`src/rtl/fifo_level.sv`:
```
// rtl/fifo_level.sv - show-ahead synchronous FIFO with fill level and programmable thresholds
// Define FIFO_ERR_EN to add sticky overflow/underflow flags and the err_clr input.
module fifo_level #(
  parameter int DATA_WIDTH = 8,
  parameter int ADDR_WIDTH = 3,
  parameter int AF_THRESH  = 2**ADDR_WIDTH-1,
  parameter int AE_THRESH  = 1
) (
  input  logic                  clk,
  input  logic                  reset_n,
  input  logic                  wr,
  input  logic                  rd,
  input  logic [DATA_WIDTH-1:0] w_data,
`ifdef FIFO_ERR_EN
  input  logic                  err_clr,
  output logic                  overflow,
  output logic                  underflow,
`endif
  output logic [DATA_WIDTH-1:0] r_data,
  output logic                  empty,
  output logic                  full,
  output logic                  almost_empty,
  output logic                  almost_full,
  output logic [ADDR_WIDTH:0]   level
);

  localparam int DEPTH = 2**ADDR_WIDTH;
  localparam logic [ADDR_WIDTH:0] DEPTH_LVL = {1'b1, {ADDR_WIDTH{1'b0}}};
  localparam logic [ADDR_WIDTH:0] AF_LVL    = AF_THRESH[ADDR_WIDTH:0];
  localparam logic [ADDR_WIDTH:0] AE_LVL    = AE_THRESH[ADDR_WIDTH:0];

  logic [DATA_WIDTH-1:0] mem [DEPTH];
  logic [ADDR_WIDTH-1:0] wr_ptr;
  logic [ADDR_WIDTH-1:0] rd_ptr;
  logic                  do_wr;
  logic                  do_rd;

  // A write into a full FIFO still lands when the same edge pops the head.
  assign do_wr = wr && (!full || rd);
  assign do_rd = rd && !empty;

  assign empty        = (level == '0);
  assign full         = (level == DEPTH_LVL);
  assign almost_empty = (level <= AE_LVL);
  assign almost_full  = (level >= AF_LVL);
  assign r_data       = mem[rd_ptr];

  always_ff @(posedge clk) begin
    if (do_wr) begin
      mem[wr_ptr] <= w_data;
    end
  end

  always_ff @(posedge clk or negedge reset_n) begin
    if (!reset_n) begin
      wr_ptr <= '0;
      rd_ptr <= '0;
      level  <= '0;
    end else begin
      if (do_wr) begin
        wr_ptr <= wr_ptr + 1'b1;
      end
      if (do_rd) begin
        rd_ptr <= rd_ptr + 1'b1;
      end
      case ({do_wr, do_rd})
        2'b10:   level <= level + 1'b1;
        2'b01:   level <= level - 1'b1;
        default: level <= level;
      endcase
    end
  end

`ifdef FIFO_ERR_EN
  // Set wins over a simultaneous clear so no event is lost.
  always_ff @(posedge clk or negedge reset_n) begin
    if (!reset_n) begin
      overflow  <= 1'b0;
      underflow <= 1'b0;
    end else begin
      overflow  <= (wr && full && !rd) || (overflow && !err_clr);
      underflow <= (rd && empty) || (underflow && !err_clr);
    end
  end
`endif

endmodule
```
`config.mk`:
```
export PLATFORM = sky130hd
export DESIGN_NAME = fifo_level
export DESIGN_NICKNAME = d
export VERILOG_FILES = /design/src/rtl/fifo_level.sv
export SDC_FILE = /design/constraint.sdc
export NUM_CORES = 1
export LEC_CHECK = 0
export CAP_MARGIN = 0
export CORE_AREA = 2 2 91 93
export CTS_BUF_LIST = sky130_fd_sc_hd__clkbuf_16
export DETAILED_ROUTE_END_ITERATION = 7
export DIE_AREA = 0 0 93 95
export MAX_ROUTING_LAYER = met4
export PLACE_DENSITY = 0.55
export SLEW_MARGIN = 30
export SYNTH_ARGS = -nofsm -noshare
export SYNTH_HDL_FRONTEND = slang
export SYNTH_SLANG_ARGS = --single-unit
```
`constraint.sdc`:
```
create_clock -name clk -period 2.6 [get_ports clk]
set_input_delay 0.65 -clock clk [delete_from_list [all_inputs] [get_ports clk]]
set_output_delay 0.65 -clock clk [all_outputs]
set_load 0.01 [all_outputs]
```
After elaboration in Yosys (flattened, before gate mapping):

Memories as Yosys holds them, arrays and structs flattened.
Cells that the tools add are included.

* flip-flop bits (word level): 10
* bits in writable memories: 64
* input port bits: 12
* logic and storage cells: 23
* memories: 1

Memories
* mem: words 8, bits a word 8, read ports 1, clocked after Yosys merged registers in 0, wr ports 1, line 32 `logic [DATA_WIDTH-1:0] mem [DEPTH];`

* add/sub/neg operators: 4
* magnitude comparators: 2
* equality and inequality tests: 3
* multiplexer cells: 3
* reductions and logical operators: 7

Operator list (number)
* $pmux 4 s2: 1
* $add 3x1->3 const B: 2
* $add 4x1->4 const B: 1
* $eq 4x4->1 const B: 1
* $ge 4x3->1 const B: 1
* $le 4x1->1 const B: 1
* $logic_not 4->1: 1
* $sub 4x1->4 const B: 1
* $eq 2x1->1 const B: 1
* $eq 2x2->1 const B: 1
* $logic_and 1x1->1: 2
* $logic_not 1->1: 2
* $mux 1: 2
* $reduce_bool 2->1: 1
* $logic_or 1x1->1: 1

Logic depth before layout (Yosys ltp):

Gate-level depths: netlist of run 1.

* depth in word-level cells: 6
* depth in mapped cells: 9

Worst setup path after synthesis of run 1:

Ideal clock, no wire load.

* path kind: register to output
* start point: register rd_ptr[1]
* end point: output port r_data[0]
* arrival: 1428 ps
* required time: 1950 ps
* path slack: 522 ps
* cell stages (with the launch flop): 5
* buffers on the path: 2
* cell sequence: dfrtp_1 buf_6 buf_12 mux4_1 mux2_2

* cells in the longest elaborated chain, start to end: 1

Ends and longest elaborated chain
* start, declared: line 34 `logic [ADDR_WIDTH-1:0] rd_ptr;`
* start signal, assigned: line 64 `rd_ptr <= rd_ptr + 1'b1;`
* $mem_v2 8x8
* end, declared: line 19 `output logic [DATA_WIDTH-1:0] r_data,`

No other way between the ends.

Worst setup path in the final report of run 1:

* start point: register rd_ptr[1]
* end point: output port r_data[6]

The elaborated chain is that of the path after synthesis.

==> results.md, run 1 <==
- Top FF cell, synth: edfxtp_1
- Yosys reg bits: 74
- Drc violations: 0
- H-tree levels: 3
- Leak: 1.43 nW
- Worst Hold Margin: 0.509 ns
- EDFF count, synth: 64
- Post-synthesis sequential area ratio: 70.5%
- Psw: 1.28 mW
- Switch share: 27.6%
- Startpoint Class: register
- RePlAce Congestion: 0.745
- Syn Nets: 173
- First-pass GRT wire length: 8.89 mm
- Vias per cell: 4.95
- RSZ-0062 raised after global routing: yes
- Reg clk slew, reported paths: 0.05 ns
- Cell taking the most area after synthesis: edfxtp_1
- Startpoint of the worst hold path: rd_ptr[0]
- Top cells by area, synth: edfxtp_1, mux4_1, dfrtp_1
- Core Area: 0.00793 mm²
- Final Cycle Share: 98.1%
- Clock Skew: 0.00626 ns
- Initial DRC count: 119
- Num CTS Buffers: 9
- Peak fanout along the critical path: 6
- HP Class: reg -> reg
- Slew headroom: 68.0%
- Final worst slack: 0.0494 ns
- Share of cells above drive strength 1: 29.2%
- Rows: 33
- Register-to-Register Path Depth: 10
- CTS Buffer Depth: 2
- GRT overflow: 0
- # IOs: 28
- Cell area after layout: 0.00391 mm²
- Flop pwr share: 36.4%
- Post-Synthesis Cells: 155
- Pint: 3.36 mW
- Total clock sinks: 74
- Asr flop ratio synth: 13.5%
- Antenna-violating nets left: 0
- NumNets Final: 225
- Top-count cell post-synth: edfxtp_1
- Detailed Route WL: 5.93 mm
- Hold EP: rd_ptr[0]
- Min cycle time layout: 2.55 ns
- Hold Violations, Final: 0
- Worst hold stages: 1
- Crit path kind: reg -> out
- Power density over cell area: 1190 mW/mm²
- CP arrival: 1.90 ns
- Flop-to-flop setup slack: 0.42 ns
- Max Slew Vio Count: 0
- GR Util met1: 17.8%
- Max IR drop VDD: 597 µV
- Die Y: 95 µm
- Initial antenna violation count: 0
- Share of the synthesized area in the top cell type: 62.4%
- Later-pin clock latency in the skew report: 0.33 ns
- Synthesized area per cell: 19.9 µm²
- Combinational Power Share: 34.1%
- Met2 Resource Use GR: 23.4%
- Total power: 4.64 mW
- Ant diodes: 0
- Finished Layout Cells: 317
- GR Util met3: 3.99%
- Mapped Area: 0.00308 mm²
- Total iterations of the first detailed-routing run: 4
- Max-capacitance violation count: 0
- CTS tree: built
- Routed len/inst: 18.7 µm
- FMAX: 392 MHz
- Required time of the critical path: 1.95 ns
- CP max stage cell: mux4_1
- Commonest cells post-synth: edfxtp_1, mux4_1, dfrtp_1, mux2_2, nor2_1
- Largest net degree at the start of global routing: 17
- Area after DPL: 0.00357 mm²
- Final setup vio count: 0
- Cell Chain, Critical Path: buf_12 -> buf_16 -> mux4_1 -> mux2_2 -> buf_2
- Post-DP HPWL: 3.53 mm
- Unique masters post-synth: 27
- Vias in the first global route: 1659
- Crit-path max cell delay: 0.53 ns
- Placed Instances: 297
- Worst R2R Start: level[1]
- Finished Core Util: 49.3%
- Clk pwr share: 29.5%
- Worst slew pin tran: 0.479 ns
- Die X: 93 µm
- Worst setup EP type: primary output
- FF+latch area: 0.00217 mm²
- Gr usage total: 15.1%
- Die area: 0.00884 mm²
- Area Growth Syn to Fin: 26.9%
- IO buf count: 27
- Crit path max-delay family: multiplexers
- Vias: 1569
- Reg2Reg Capture Point: level[3]
- WP buf/inv: 3
- DP Worst Slack: 0.0393 ns
- Filler cell count: 662
- Multi-input logic area: 807 µm²
- Starting Density: 38.8%
- Busiest grt layer: met2
- Clock root cell: clkbuf_16
- Status: finished, final reports clean
- Ys Warns: 0
- Setup TNS: 0 ns
## routing by layer
metal	wire (µm)	part of all wire [%]
met1	2530	43
met2	2890	49
met3	324	5.5
met4	191	3.2
met5	0	0
## placed cells by master (no fill, tap or decap), types with 2 or more instances in the layout
cell type / count
edfxtp_1: 64
clkdlybuf4s50_1: 17
buf_4: 14
mux4_2: 11
mux2_2: 10
nor2_1: 10
clkbuf_16: 9
dfrtp_1: 8
xnor2_1: 7
inv_1: 6
ha_1: 6
buf_2: 6
mux4_1: 5
nand2_1: 5
nand2b_1: 3
nor3_1: 3
bufinv_16: 3
buf_12: 3
nand3_1: 2
dfrtp_2: 2
dlymetal6s2s_1: 2
## worst max path at each step
stage / slack [ns] / cells after the start / to / start
after global routing: -0.003 / 5 / r_data[4] / rd_ptr[1]
final: 0.05 / 5 / r_data[6] / rd_ptr[1]
after floorplan: 0.52 / 4 / r_data[0] / rd_ptr[1]
after CTS: -0.05 / 4 / r_data[7] / rd_ptr[1]
after global placement: 0.06 / 4 / r_data[4] / rd_ptr[1]
after detailed placement: 0.04 / 4 / r_data[4] / rd_ptr[1]
## flip-flops by register name, indices dropped and copies added, names as in the netlist
register  cells
mem          64
level         4
rd_ptr        3
wr_ptr        3
## worst register-to-register path: cells and delay by family (launching register included)
family	cells	cell delay (ns)
compound gates	2	0.48
xor+xnor	1	0.13
fa+ha+maj	2	0.41
buf+inv	3	0.34
flops	1	0.43
simple gates	2	0.31
## cell type report
class	instances	area share [%]
multi-input combinational	72	20.7
inverter	4	0.384
clock inverter	7	2.82
tap	105	3.36
clock buffer	9	5.76
sequential	74	55.7
timing repair buffer	46	11.4
## power groups by stage
stage	Clock [mW]	Combinational (mW)	Sequential [mW]
floorplan	0	0.918	1.66
global placement	0	1.51	1.69
detailed placement	0	1.54	1.70
CTS	1.40	1.61	1.68
global route	1.44	1.72	1.71
finish	1.37	1.58	1.69
## kinds of logic (layout without fill, tap and decap cells)
group | count (synthesis) | after routing | share of synthesized area, %
DFF | 74 | 74 | 70.5
muxes | 27 | 27 | 17.6
and+or+nand+nor | 27 | 27 | 4.47
buffers and inverters | 9 | 66 | 1.91
xor gates and xnor gates | 8 | 8 | 2.28
adders and majority gates | 6 | 6 | 2.44
AOI/OAI and AO/OA | 4 | 4 | 0.731
## what timing repair did
item / CTS / global route
endpoints found under the setup margin: 8 / 7
hold buffers: 0 / 0
endpoints found under the hold margin: 0 / 0
gates resized for setup: 33 / 13
setup buffers: 4 / 0
gates cloned: 1 / 0
Power figures use the tool's default switching activity.
==> inputs of run 2 (changes only) <==
- CORE_AREA: 2 2 91 93 -> 2 2 74 83
- DIE_AREA: 0 0 93 95 -> 0 0 76 85
- PLACE_DENSITY: 0.55 -> 0.74
==> run 2 against run 1 <==
  * Non-clock buffer count did not move
  * Utilization grew 19 points
  * Via count up 0.25%
  * Routed wire length is 8.5% lower
  * Critical path depth unchanged
  * Hold slack gained 0.020 ns
==> results.md, run 2 (synthesis results as in run 1) <==
- Status: finished, final reports clean
- Initial DRC count: 133 (+12%)
- Max-capacitance violation count: 0 (unchanged)
- Leak: 1.42 nW (-0.20%)
- Reg2Reg Capture Point: level[3]
- HP Class: reg -> reg
- Routed len/inst: 18.8 µm (+0.39%)
- Ant diodes: 0 (unchanged)
- Initial antenna violation count: 0 (unchanged)
- Die X: 76 µm (-18%)
- Hold_buf cts: 0 (unchanged)
- RSZ-0062 raised after global routing: yes
- Antenna-violating nets left: 0 (unchanged)
- Worst hold stages: 1 (unchanged)
- Post-DP HPWL: 3.52 mm (-0.16%)
- Share of cells above drive strength 1: 29.2% (unchanged)
- H-tree levels: 3 (unchanged)
- Hold EP: wr_ptr[0]
- Min cycle time layout: 2.56 ns (+0.0108 ns)
- Die area: 0.00646 mm² (-27%)
- Later-pin clock latency in the skew report: 0.33 ns (about the same)
- CTS Buffer Depth: 2 (unchanged)
- Cell Chain, Critical Path: buf_12 -> buf_4 -> mux4_2 -> mux2_2 -> buf_6
- Largest net degree at the start of global routing: 13 (-4)
- Combinational Power Share: 36.6% (+2.5 points)
- First-pass GRT wire length: 8.72 mm (-1.9%)
- Top flop regs: mem x64, level x4
- Max IR drop VDD: 736 µV (+23%)
- Final Cycle Share: 98.5% (+0.41 points)
- Clock Skew: 0.00367 ns (-0.00259 ns)
- Placed Instances: 268 (-9.8%)
- Crit path kind: reg -> out
- Reg clk slew, reported paths: 0.05 ns (about the same)
- Pint: 3.09 mW (-7.9%)
- Total iterations of the first detailed-routing run: 4 (unchanged)
- Num CTS Buffers: 9 (unchanged)
- Vias per cell: 5.44 (+10%)
- Flop pwr share: 39.1% (+2.7 points)
- Max Slew Vio Count: 0 (unchanged)
- Slew headroom: 63.9% (-4.1 points)
- Vias: 1573 (+0.25%)
- Switch share: 28.9% (+1.3 points)
- Worst slew pin tran: 0.540 ns (+0.0608 ns)
- Hold Violations, Final: 0 (unchanged)
- Register-to-Register Path Depth: 10 (unchanged)
- Flop-to-flop setup slack: 0.39 ns (-0.03 ns)
- Vias in the first global route: 1681 (+1.3%)
- Required time of the critical path: 1.95 ns (about the same)
- Startpoint of the worst hold path: wr_ptr[0]
- CP arrival: 1.91 ns (about the same)
- IO buf count: 27 (unchanged)
- Die Y: 85 µm (-11%)
- CP max stage cell: mux4_2
- Psw: 1.26 mW (-1.7%)
- Startpoint Class: register
- RePlAce Congestion: 0.779 (+4.6%)
- Core Area: 0.00562 mm² (-29%)
- Worst setup EP type: primary output
- Biggest register: mem
- Clk pwr share: 24.4% (-5.1 points)
- Max reg flops: 64 (unchanged)
- Total clock sinks: 74 (unchanged)
- Drc violations: 0 (unchanged)
- Gr usage total: 19.5% (+4.4 points)
- CTS tree: built
- Area Growth Syn to Fin: 24.1%
- Detailed Route WL: 5.43 mm (-8.5%)
- Most frequent cells in the layout: edfxtp_1, clkdlybuf4s50_1, buf_4
- Starting Density: 54.7% (+16 points)
- # IOs: 28 (unchanged)
- Power density over cell area: 1140 mW/mm² (-4.0%)
- Finished Layout Cells: 289 (-8.8%)
- Peak fanout along the critical path: 7 (+1)
- Crit-path max cell delay: 0.48 ns (-0.05 ns)
- Clock root cell: clkbuf_16
- Final setup vio count: 0 (unchanged)
- GRT overflow: 0 (unchanged)
- Setup TNS: 0 ns (unchanged)
- Worst Hold Margin: 0.530 ns (+0.0203 ns)
- FMAX: 390 MHz (-0.42%)
- NumNets Final: 225 (unchanged)
- Worst R2R Start: level[0]
- Rows: 29 (-12%)
- Most common cell after layout, fill and taps aside: edfxtp_1
run 2: what timing repair did:
item | 4_1_cts | 5_1_grt
gates cloned | 1 | 0
resized for setup | 41 | 11
endpoints found under the setup margin | 8 | 7
setup buffers | 4 | 0
run 2: worst max-delay path by stage:
stage | startpoint | cells past startpoint | to
floorplan | rd_ptr[1] | 4 | r_data[0]
global placement | rd_ptr[1] | 4 | r_data[2]
detailed placement | rd_ptr[1] | 4 | r_data[2]
CTS | rd_ptr[1] | 5 | r_data[6]
global route | rd_ptr[1] | 5 | r_data[4]
finish | rd_ptr[1] | 5 | r_data[4]
run 2: cell type report:
cell class	count	area [µm²]
sequential	74	2180
fill	370	1800
multi-input combinational	72	826
timing repair buffer	46	444
clock inverter	7	37.5
inverter	4	15.0
tap	77	96.3
clock buffer	9	225
run 2: stage by stage:
step           area [µm²]  utilization, %  setup WS [ns]  total power, mW
2_1_floorplan        3080               -          0.522             2.58
3_3_place_gp         3520            62.6         0.0463             3.15
3_5_place_dp         3520            62.6         0.0376             3.21
4_1_cts              3790            67.4         0.0186             4.33
5_1_grt              3820            67.9       -0.00979             4.58
6_report             3820            67.9         0.0386             4.35
run 2: routing by layer:
metal | global-route usage, % | vias to the layer above | routed length, µm | part of all wire [%]
met5 | - | - | 0 | 0
met4 | 10.7 | 0 | 99 | 1.8
met3 | 4.47 | 10 | 301 | 5.5
met2 | 31.7 | 50 | 2930 | 54
met1 | 22.9 | 788 | 2100 | 39
li1 | - | 725 | - | -
run 2: worst max-delay path: cells and delay by family, from the launching register on:
kind / cells / cell delay [ns]
buffers and inverters: 3 / 0.38
DFF: 1 / 0.44
muxes: 2 / 0.76
run 2: power groups by stage:
stage	Sequential [mW]	Clock (mW)	Combinational [mW]
6_report	1.70	1.06	1.59
5_1_grt	1.73	1.14	1.72
4_1_cts	1.70	1.08	1.56
3_5_place_dp	1.70	0	1.51
3_3_place_gp	1.68	0	1.46
2_1_floorplan	1.66	0	0.918
==> RTL edit (flow settings as in run 2) <==
Change the parameter `DATA_WIDTH` from 8 to 9.
--- a/src/rtl/fifo_level.sv
+++ b/src/rtl/fifo_level.sv
@@ -1,7 +1,7 @@
 // rtl/fifo_level.sv - show-ahead synchronous FIFO with fill level and programmable thresholds
 // Define FIFO_ERR_EN to add sticky overflow/underflow flags and the err_clr input.
 module fifo_level #(
-  parameter int DATA_WIDTH = 8,
+  parameter int DATA_WIDTH = 9,
   parameter int ADDR_WIDTH = 3,
   parameter int AF_THRESH  = 2**ADDR_WIDTH-1,
   parameter int AE_THRESH  = 1
Ports: changed (resized r_data and w_data); port bits go from 28 to 30. No check against the original RTL was run, so the function may have changed too.
==> RTL edit against run 2 <==
Routed wire length up 19%; total power is 16% higher; global-route usage rose by 3.7 points; cell area is 11% higher; count of clock-buffer cells in the layout stayed put; synthesized area increased by 9.9%; cell count is 6.2% higher; sequential share of layout area up 0.24 points; critical path depth increased by 1; setup slack got worse by 0.029 ns; register-to-register slack barely moved; sequential cell count increased by 8; die area unchanged; critical endpoint is now r_data[1]; highest routed layer unchanged.
==> RTL edit: results (changes against run 2) <==
- Outcome: finished clean
- Seq area share: 0.572 (+0.00242)
- Switching share of power: 0.282 (-0.00717)
- DR pass1 iterations: 5 (+1)
- Post-synth EDFFs: 72 (+13%)
- DP Wirelength: 4.07 mm (+16%)
- Critical path arrival: 1.94 ns (+0.03 ns)
- Period utilization: 0.996 (+0.0113)
- Multi-input logic area: 888 sq um (+7.6%)
- Clock root buffer: clkbuf_16
- Gpl congestion: 0.785 (+0.82%)
- Post-synthesis average cell area: 20.4 sq um (+2.6%)
- Fraction of area in multi-input gates: 0.210 (-0.00575)
- Vias in the first global route: 2008 (+19%)
- Crit. Startpoint: rd_ptr[1]
- Clock power share: 0.257 (+0.013)
- LEAKAGE: 1.56 nW (+9.3%)
- Setup WS pre-CTS: 0.00119 ns (-0.0364 ns)
- DP Area: 0.00388 sq mm (+10%)
- M1 WL: 2.53 mm (+21%)
- First-pass GRT wire length: 10.4 mm (+19%)
- Proportion of layout cells with a drive suffix above 1: 0.326 (+0.0336)
- Synth cell count leaders: 72 x edfxtp_1, 10 x dfrtp_1, 10 x nor2_1
- Synthesized Nets: 185 (+6.9%)
- Met3 wire len: 225 um (-25%)
- CTS Sinks: 82 (+11%)
- Multi-In Gates: 75 (+4.2%)
- Sequential area share after synthesis: 0.713 (+0.00735)
- Hold_ws: 0.549 ns (+0.0196 ns)
- Placed insts: 284 (+6.0%)
- Global routing met1 resource utilization: 0.265 (+0.0362)
- Synth cell types: 28 (+3.7%)
- Buffering overhead: 0.118 (+0.00139)
- Final Skew: 0.00516 ns (+0.00149 ns)
- Combinational share of power: 0.376 (+0.010)
- Layout clock area frac: 0.0735 (+0.00472)
- Antenna violations before repair: 0 (unchanged)
- Total Wirelength: 6.44 mm (+19%)
- Met2 WL post-DR: 3.47 mm (+18%)
- DRT iter0 DRCs: 112 (-16%)
- Worst Max-Slew Pin Slew: 0.487 ns (-0.0525 ns)
- Reg2reg start: level[1]
- Async S/R FF share, synth: 0.122 (-0.0132)
- R2r worst-path depth: 10 (unchanged)
- Met3 Track Usage GR: 0.0489 (+0.00426)
- Signal buffers: 53 (+15%)
- Pwr/cell area: 1190 mW/mm^2 (+4.7%)
- CP peak stage delay: 0.43 ns (-0.05 ns)
- PortBufs: 29 (+7.4%)
- Top cells by area, synth: edfxtp_1 64%, dfrtp_1 7.4%, mux4_1 7.0%
- Gr usage total: 0.232 (+0.0369)
- Worst setup path endpoint: r_data[1]
[RTL edit: cell types whose count changed in the layout (fill, tap and decap cells not counted), sizes merged]
cell | run 2 | this run
clkbuf | 9 | 11
mux4 | 16 | 18
mux2 | 10 | 11
clkinv | 4 | 3
dlymetal6s2s | 3 | 2
bufinv | 0 | 2
dlygate4sd2 | 0 | 1
edfxtp | 64 | 72
clkinvlp | 2 | 1
buf | 27 | 29
clkdlybuf4s50 | 16 | 18
clkdlybuf4s15 | 0 | 1
[RTL edit: cell families after synthesis]
| kind of cell | synth area share |
|---|---|
| flip-flops | 0.713 |
| XOR/XNOR | 0.0207 |
| multiplexers | 0.179 |
| buffers and inverters | 0.0177 |
| adder cells (fa/ha/maj) | 0.0222 |
| AO/OA/AOI/OAI | 0.00665 |
| AND/OR/NAND/NOR | 0.0407 |
[RTL edit: timing repair]
item                                    CTS  global route
setup buffers                             5             3
endpoints found under the setup margin   10            11
cloned                                    0             0
gates resized for setup                  38            13
